===== config.mk =====
export PLATFORM = sky130hd
export DESIGN_NAME = serial_shift_scaler_flat
export DESIGN_NICKNAME = d
export VERILOG_FILES = /design/src/rtl/serial_shift_scaler_if.sv /design/src/rtl/serial_shift_scaler.sv /design/src/flat_wrapper.sv
export SDC_FILE = /design/constraint.sdc
export NUM_CORES = 1
export LEC_CHECK = 0
export BUFFER_PORTS_ARGS = -buffer_cell sky130_fd_sc_hd__buf_2
export CAP_MARGIN = 40
export CORE_MARGIN = 2
export CORE_UTILIZATION = 34
export DETAILED_ROUTE_END_ITERATION = 8
export GPL_ROUTABILITY_DRIVEN = 0
export PLACE_DENSITY_LB_ADDON = 0.25
export SYNTH_ARGS = -nofsm -noshare
export SYNTH_HDL_FRONTEND = slang
export SYNTH_SLANG_ARGS = --single-unit

===== constraint.sdc =====
create_clock -name clk -period 3.2 [get_ports clk]
set_input_delay 0.64 -clock clk [delete_from_list [all_inputs] [get_ports clk]]
set_output_delay 0.64 -clock clk [all_outputs]
set_load 0.01 [all_outputs]

===== src/rtl/serial_shift_scaler_if.sv =====
// Handshake bundle for serial_shift_scaler: request side (in_*) and result side (out_*).
interface serial_shift_scaler_if #(
    parameter int WIDTH = 4,
    parameter int AMT_W = 2
);
    logic             in_valid;
    logic             in_ready;
    logic [WIDTH-1:0] in_data;
    logic             in_dir;
    logic [AMT_W-1:0] in_amt;
    logic             out_valid;
    logic             out_ready;
    logic [WIDTH-1:0] out_data;
    logic             out_ovf;

    modport master (
        output in_valid, in_data, in_dir, in_amt, out_ready,
        input  in_ready, out_valid, out_data, out_ovf
    );

    modport slave (
        input  in_valid, in_data, in_dir, in_amt, out_ready,
        output in_ready, out_valid, out_data, out_ovf
    );
endinterface


===== src/rtl/serial_shift_scaler.sv =====
// Sequential signed scaler: multiplies or divides by 2^amt one bit per clock,
// with a sticky signed-overflow flag for the multiply direction.
module serial_shift_scaler #(
    parameter int WIDTH = 4,
    parameter int AMT_W = 2
) (
    input  logic                 clk,
    input  logic                 rst_n,
    serial_shift_scaler_if.slave bus
);
    typedef enum logic [1:0] {
        IDLE  = 2'd0,
        SHIFT = 2'd1,
        DONE  = 2'd2
    } state_t;

    localparam logic [AMT_W-1:0] CNT_ONE = AMT_W'(1);

    state_t           state_r;
    state_t           state_s;
    logic [WIDTH-1:0] acc_r;
    logic [WIDTH-1:0] out_data_r;
    logic [AMT_W-1:0] cnt_r;
    logic             dir_r;
    logic             ovf_r;
    logic             out_ovf_r;
    logic             accept_s;
    logic             step_s;
    logic             finish_s;

    function automatic logic [WIDTH-1:0] shift_left(input logic [WIDTH-1:0] v);
        return {v[WIDTH-2:0], 1'b0};
    endfunction

    function automatic logic [WIDTH-1:0] shift_right(input logic [WIDTH-1:0] v);
        return {v[WIDTH-1], v[WIDTH-1:1]};
    endfunction

    // A left step loses the sign when the two top bits differ before the shift.
    function automatic logic sign_change(input logic [WIDTH-1:0] v);
        return v[WIDTH-1] ^ v[WIDTH-2];
    endfunction

    // FSM state register
    always_ff @(posedge clk or negedge rst_n) begin
        if (!rst_n) begin
            state_r <= IDLE;
        end else begin
            state_r <= state_s;
        end
    end

    // Next-state and datapath control decode
    always_comb begin
        state_s  = state_r;
        accept_s = 1'b0;
        step_s   = 1'b0;
        finish_s = 1'b0;
        case (state_r)
            IDLE: begin
                if (bus.in_valid) begin
                    accept_s = 1'b1;
                    state_s  = SHIFT;
                end else begin
                    state_s  = IDLE;
                end
            end
            SHIFT: begin
                if (cnt_r == '0) begin
                    finish_s = 1'b1;
                    state_s  = DONE;
                end else begin
                    step_s   = 1'b1;
                    state_s  = SHIFT;
                end
            end
            DONE: begin
                if (bus.out_ready) begin
                    state_s = IDLE;
                end else begin
                    state_s = DONE;
                end
            end
            default: begin
                state_s = IDLE;
            end
        endcase
    end

    // Operand capture, one-bit shift steps and result registration on entering DONE
    always_ff @(posedge clk or negedge rst_n) begin
        if (!rst_n) begin
            acc_r      <= '0;
            cnt_r      <= '0;
            dir_r      <= 1'b0;
            ovf_r      <= 1'b0;
            out_data_r <= '0;
            out_ovf_r  <= 1'b0;
        end else if (accept_s) begin
            acc_r <= bus.in_data;
            cnt_r <= bus.in_amt;
            dir_r <= bus.in_dir;
            ovf_r <= 1'b0;
        end else if (step_s) begin
            cnt_r <= cnt_r - CNT_ONE;
            if (dir_r) begin
                acc_r <= shift_right(acc_r);
            end else begin
                acc_r <= shift_left(acc_r);
                ovf_r <= ovf_r | sign_change(acc_r);
            end
        end else if (finish_s) begin
            out_data_r <= acc_r;
            out_ovf_r  <= ovf_r;
        end
    end

    assign bus.in_ready  = (state_r == IDLE);
    assign bus.out_valid = (state_r == DONE);
    assign bus.out_data  = out_data_r;
    assign bus.out_ovf   = out_ovf_r;
endmodule


===== src/flat_wrapper.sv =====
// flat-port wrapper written by rule: the top's interface ports become plain ports
module serial_shift_scaler_flat 
#(
    parameter int WIDTH = 4,
    parameter int AMT_W = 2
)
  (clk, rst_n, bus_in_valid, bus_in_data, bus_in_dir, bus_in_amt, bus_out_ready, bus_in_ready, bus_out_valid, bus_out_data, bus_out_ovf);
  serial_shift_scaler_if #(.WIDTH(WIDTH), .AMT_W(AMT_W)) bus_i ();
  input  logic clk;
  input  logic rst_n;
  input wire logic [$bits(bus_i.in_valid)-1:0] bus_in_valid;
  input wire logic [$bits(bus_i.in_data)-1:0] bus_in_data;
  input wire logic [$bits(bus_i.in_dir)-1:0] bus_in_dir;
  input wire logic [$bits(bus_i.in_amt)-1:0] bus_in_amt;
  input wire logic [$bits(bus_i.out_ready)-1:0] bus_out_ready;
  output wire logic [$bits(bus_i.in_ready)-1:0] bus_in_ready;
  output wire logic [$bits(bus_i.out_valid)-1:0] bus_out_valid;
  output wire logic [$bits(bus_i.out_data)-1:0] bus_out_data;
  output wire logic [$bits(bus_i.out_ovf)-1:0] bus_out_ovf;
  assign bus_i.in_valid = bus_in_valid;
  assign bus_i.in_data = bus_in_data;
  assign bus_i.in_dir = bus_in_dir;
  assign bus_i.in_amt = bus_in_amt;
  assign bus_i.out_ready = bus_out_ready;
  assign bus_in_ready = bus_i.in_ready;
  assign bus_out_valid = bus_i.out_valid;
  assign bus_out_data = bus_i.out_data;
  assign bus_out_ovf = bus_i.out_ovf;
  serial_shift_scaler #(.WIDTH(WIDTH), .AMT_W(AMT_W)) u_core (.clk(clk), .rst_n(rst_n), .bus(bus_i));
endmodule

==> metrics <==
postcts setup bufs 0; Crit. End Element register; fin crit period roughly 1.7 ns; cts bufs inserted 3; # setup viols final 0; post-route ant nets 0; Die Footprint roughly 2600 µm²; Die Y about 51 µm; Fillers 199; CP max stage cell or3b_1; Yosys reg bits 15; overall routed net length between 1000 and 1500 µm; commonest non-fill, non-tap cell in the layout buf_2; Fin Setup TNS 0 ns; post-route cell area between 800 and 900 µm²; most used cell, CP mux2_4; Pwr Total between 800 and 900 µW; Sink Count 15; Clock transition at path regs 0.09 ns; Critical Path RT around 3.4 ns; slew margin rel. between 70% and 80%; global-route wire length before repair roughly 2200 µm; Slew Viols, Final 0; max cap viols 0; leakage around 0.00046 µW; grt peak-use layer met2; DRC viols 0; htree depth 1; Initial Util 36.9%; nature of the critical path startpoint input pin; Clock Skews ~0.002 ns; critical path peak fanout 8; layout cells sized above 1 a little under two fifths; CP max stage delay 0.54 ns; Synth Warn # 0; sequential area share after synthesis between 50% and 60%; GRT met3 Usage 2.92%; Post-Syn Nets between 70 and 80; Synth Cell Area between 700 and 800 µm²; Final Hold Fails 0; via count between 400 and 500; core region area slightly above 2000 µm²; worst-path cell chain buf_2 > or3b_1 > mux2_4 > mux2_4; starting DRC count in detailed routing 7; router iterations before antenna repair 5; Rows 16; Resize count post-CTS 0; clk buf depth 2; CP Class input pin to register; VDD IR max 329 µV; IO Port Bufs 17; most frequent cells in the layout buf_2, dfrtp_1, mux2_1; Total GRT Usage a little under an eighth; met2 GRT Util between 10% and 20%; Layout area overhead 17.4%; outcome complete, no violations; placed cell area roughly 850 µm²; WL per Instance 12.5 µm; Power Dens Cells a little over 1000 nW/µm²; Die Wd 50.9 µm; GR Util met1 between 10% and 20%; final worst-path cycle share 54.4%; gr ovfl total 0; I/O Pins 18; Vias/cell between 4 and 5; initial antenna violation count 0; largest net degree at the start of global routing 16; # nets final between 90 and 100; CTS root buf clkbuf_4; vias in the first global route 500; Distinct cells, synth 26; TritonCTS clock tree yes; n_diodes 0; Worst-Margin Slew roughly 0.43 ns; syn_area_per_cell about 13 µm²; fmax between 500 and 600 MHz; DP HPWL between 900 and 1000 µm; Clock Latency Late Sink about 0.28 ns; Hold Buf Count CTS 0; path type of the worst min-delay path input pin to asynchronous set/reset pin; cell count after synthesis 59; WP data arrival 1.91 ns; RSZ-0062 raised after global routing no
==> per-layer routing <==
metal  wire (µm)  vias to the layer above  share of wire (%)
met5           0                        -                  0
met4           0                        0                  0
met3          62                        0                4.7
met2         634                       13                 48
met1         620                      242                 47
li1            -                      241                  -
==> critical path, delay by kind of cell <==
kind	cells	cell delay, ns
buffers and inverters	1	0.11
muxes	2	0.61
and+or+nand+nor	1	0.54
==> metrics by stage <==
stage / hold slack, ns / instances / utilization [%] / setup WS (ns)
after detailed placement: 0.478 / 101 / 42.1 / 1.17
final: 0.247 / 105 / 43.4 / 1.46
after floorplan: 0.344 / 59 / - / 1.42
after CTS: 0.249 / 105 / 43.4 / 1.46
after global routing: 0.264 / 105 / 43.4 / 1.39
after global placement: 0.469 / 101 / 42.1 / 1.20
==> area by class of cell <==
type / instances / area [µm²] / share of cell area, %
clock buffer: 4 / 26.3 / 3.00
inverter: 6 / 22.5 / 2.57
timing repair buffer: 17 / 85.1 / 9.70
sequential: 15 / 375 / 42.8
tap: 27 / 33.8 / 3.85
multi-input combinational: 36 / 334 / 38.1
==> synthesized netlist by cell type (all sizes together) <==
library cell	number	area, µm²
a2bb2oi	1	8.76
mux2i	4	40.0
buf	1	11.3
nand2	2	7.51
dfrtp	15	375
o21a	1	7.51
inv	6	22.5
nand2b	1	6.26
clkbuf	1	3.75
nor4	1	6.26
or3b	1	8.76
mux2	13	161
xnor2	1	8.76
o22ai	1	6.26
a31oi	1	6.26
and2	1	6.26
o21ai	1	5.00
nor3b	1	7.51
ha	1	12.5
o21bai	1	11.3
or2	1	6.26
nor2	2	10.0
a211oi	1	7.51
==> kinds of logic (layout without fill, tap and decap cells) <==
group	count (synthesis)	after routing	synth area share (%)
AO/OA/AOI/OAI	7	7	7.04
AND/OR/NAND/NOR	10	10	7.88
buffers and inverters	8	27	5.02
flip-flops	15	15	50.3
XOR/XNOR	1	1	1.17
adder cells (fa/ha/maj)	1	1	1.67
multiplexers	17	17	27.0
==> registers in the layout, indices dropped and copies added, names as in the netlist <==
register             flops
u_core.dir_r             1
u_core.bus.out_ovf       1
u_core.state_r           2
u_core.ovf_r             1
u_core.bus.out_data      4
u_core.acc_r             4
u_core.cnt_r             2
==> report_power, final <==
group,leakage (µW),switching [µW],internal (µW),total [µW]
clock network,0.0000150,58.1,48.3,106
registers,0.000182,72.3,283,355
logic,0.000261,185,242,427
total,0.000458,315,573,889
==> path summary, 6_finish.rpt <==
kind | to | slack (ns) | startpoint | depth (start not counted)
hold reg to reg | u_core.bus.out_data[0]$_DFFE_PN0P_ | 0.49 | u_core.bus.out_data[0]$_DFFE_PN0P_ | 1
setup reg to reg | u_core.acc_r[2]$_DFFE_PN0P_ | 1.46 | u_core.state_r[1]$_DFF_PN0_ | 3
setup / recovery | u_core.acc_r[2]$_DFFE_PN0P_ | 1.46 | bus_in_valid | 4
max in group asynchronous | u_core.acc_r[0]$_DFFE_PN0P_ | 2.71 | rst_n | 1
hold / removal | u_core.ovf_r$_DFFE_PN0P_ | 0.25 | rst_n | 1
min in group clk | u_core.bus.out_data[0]$_DFFE_PN0P_ | 0.49 | u_core.bus.out_data[0]$_DFFE_PN0P_ | 1
No activity file was read; power rests on OpenSTA's default activity.
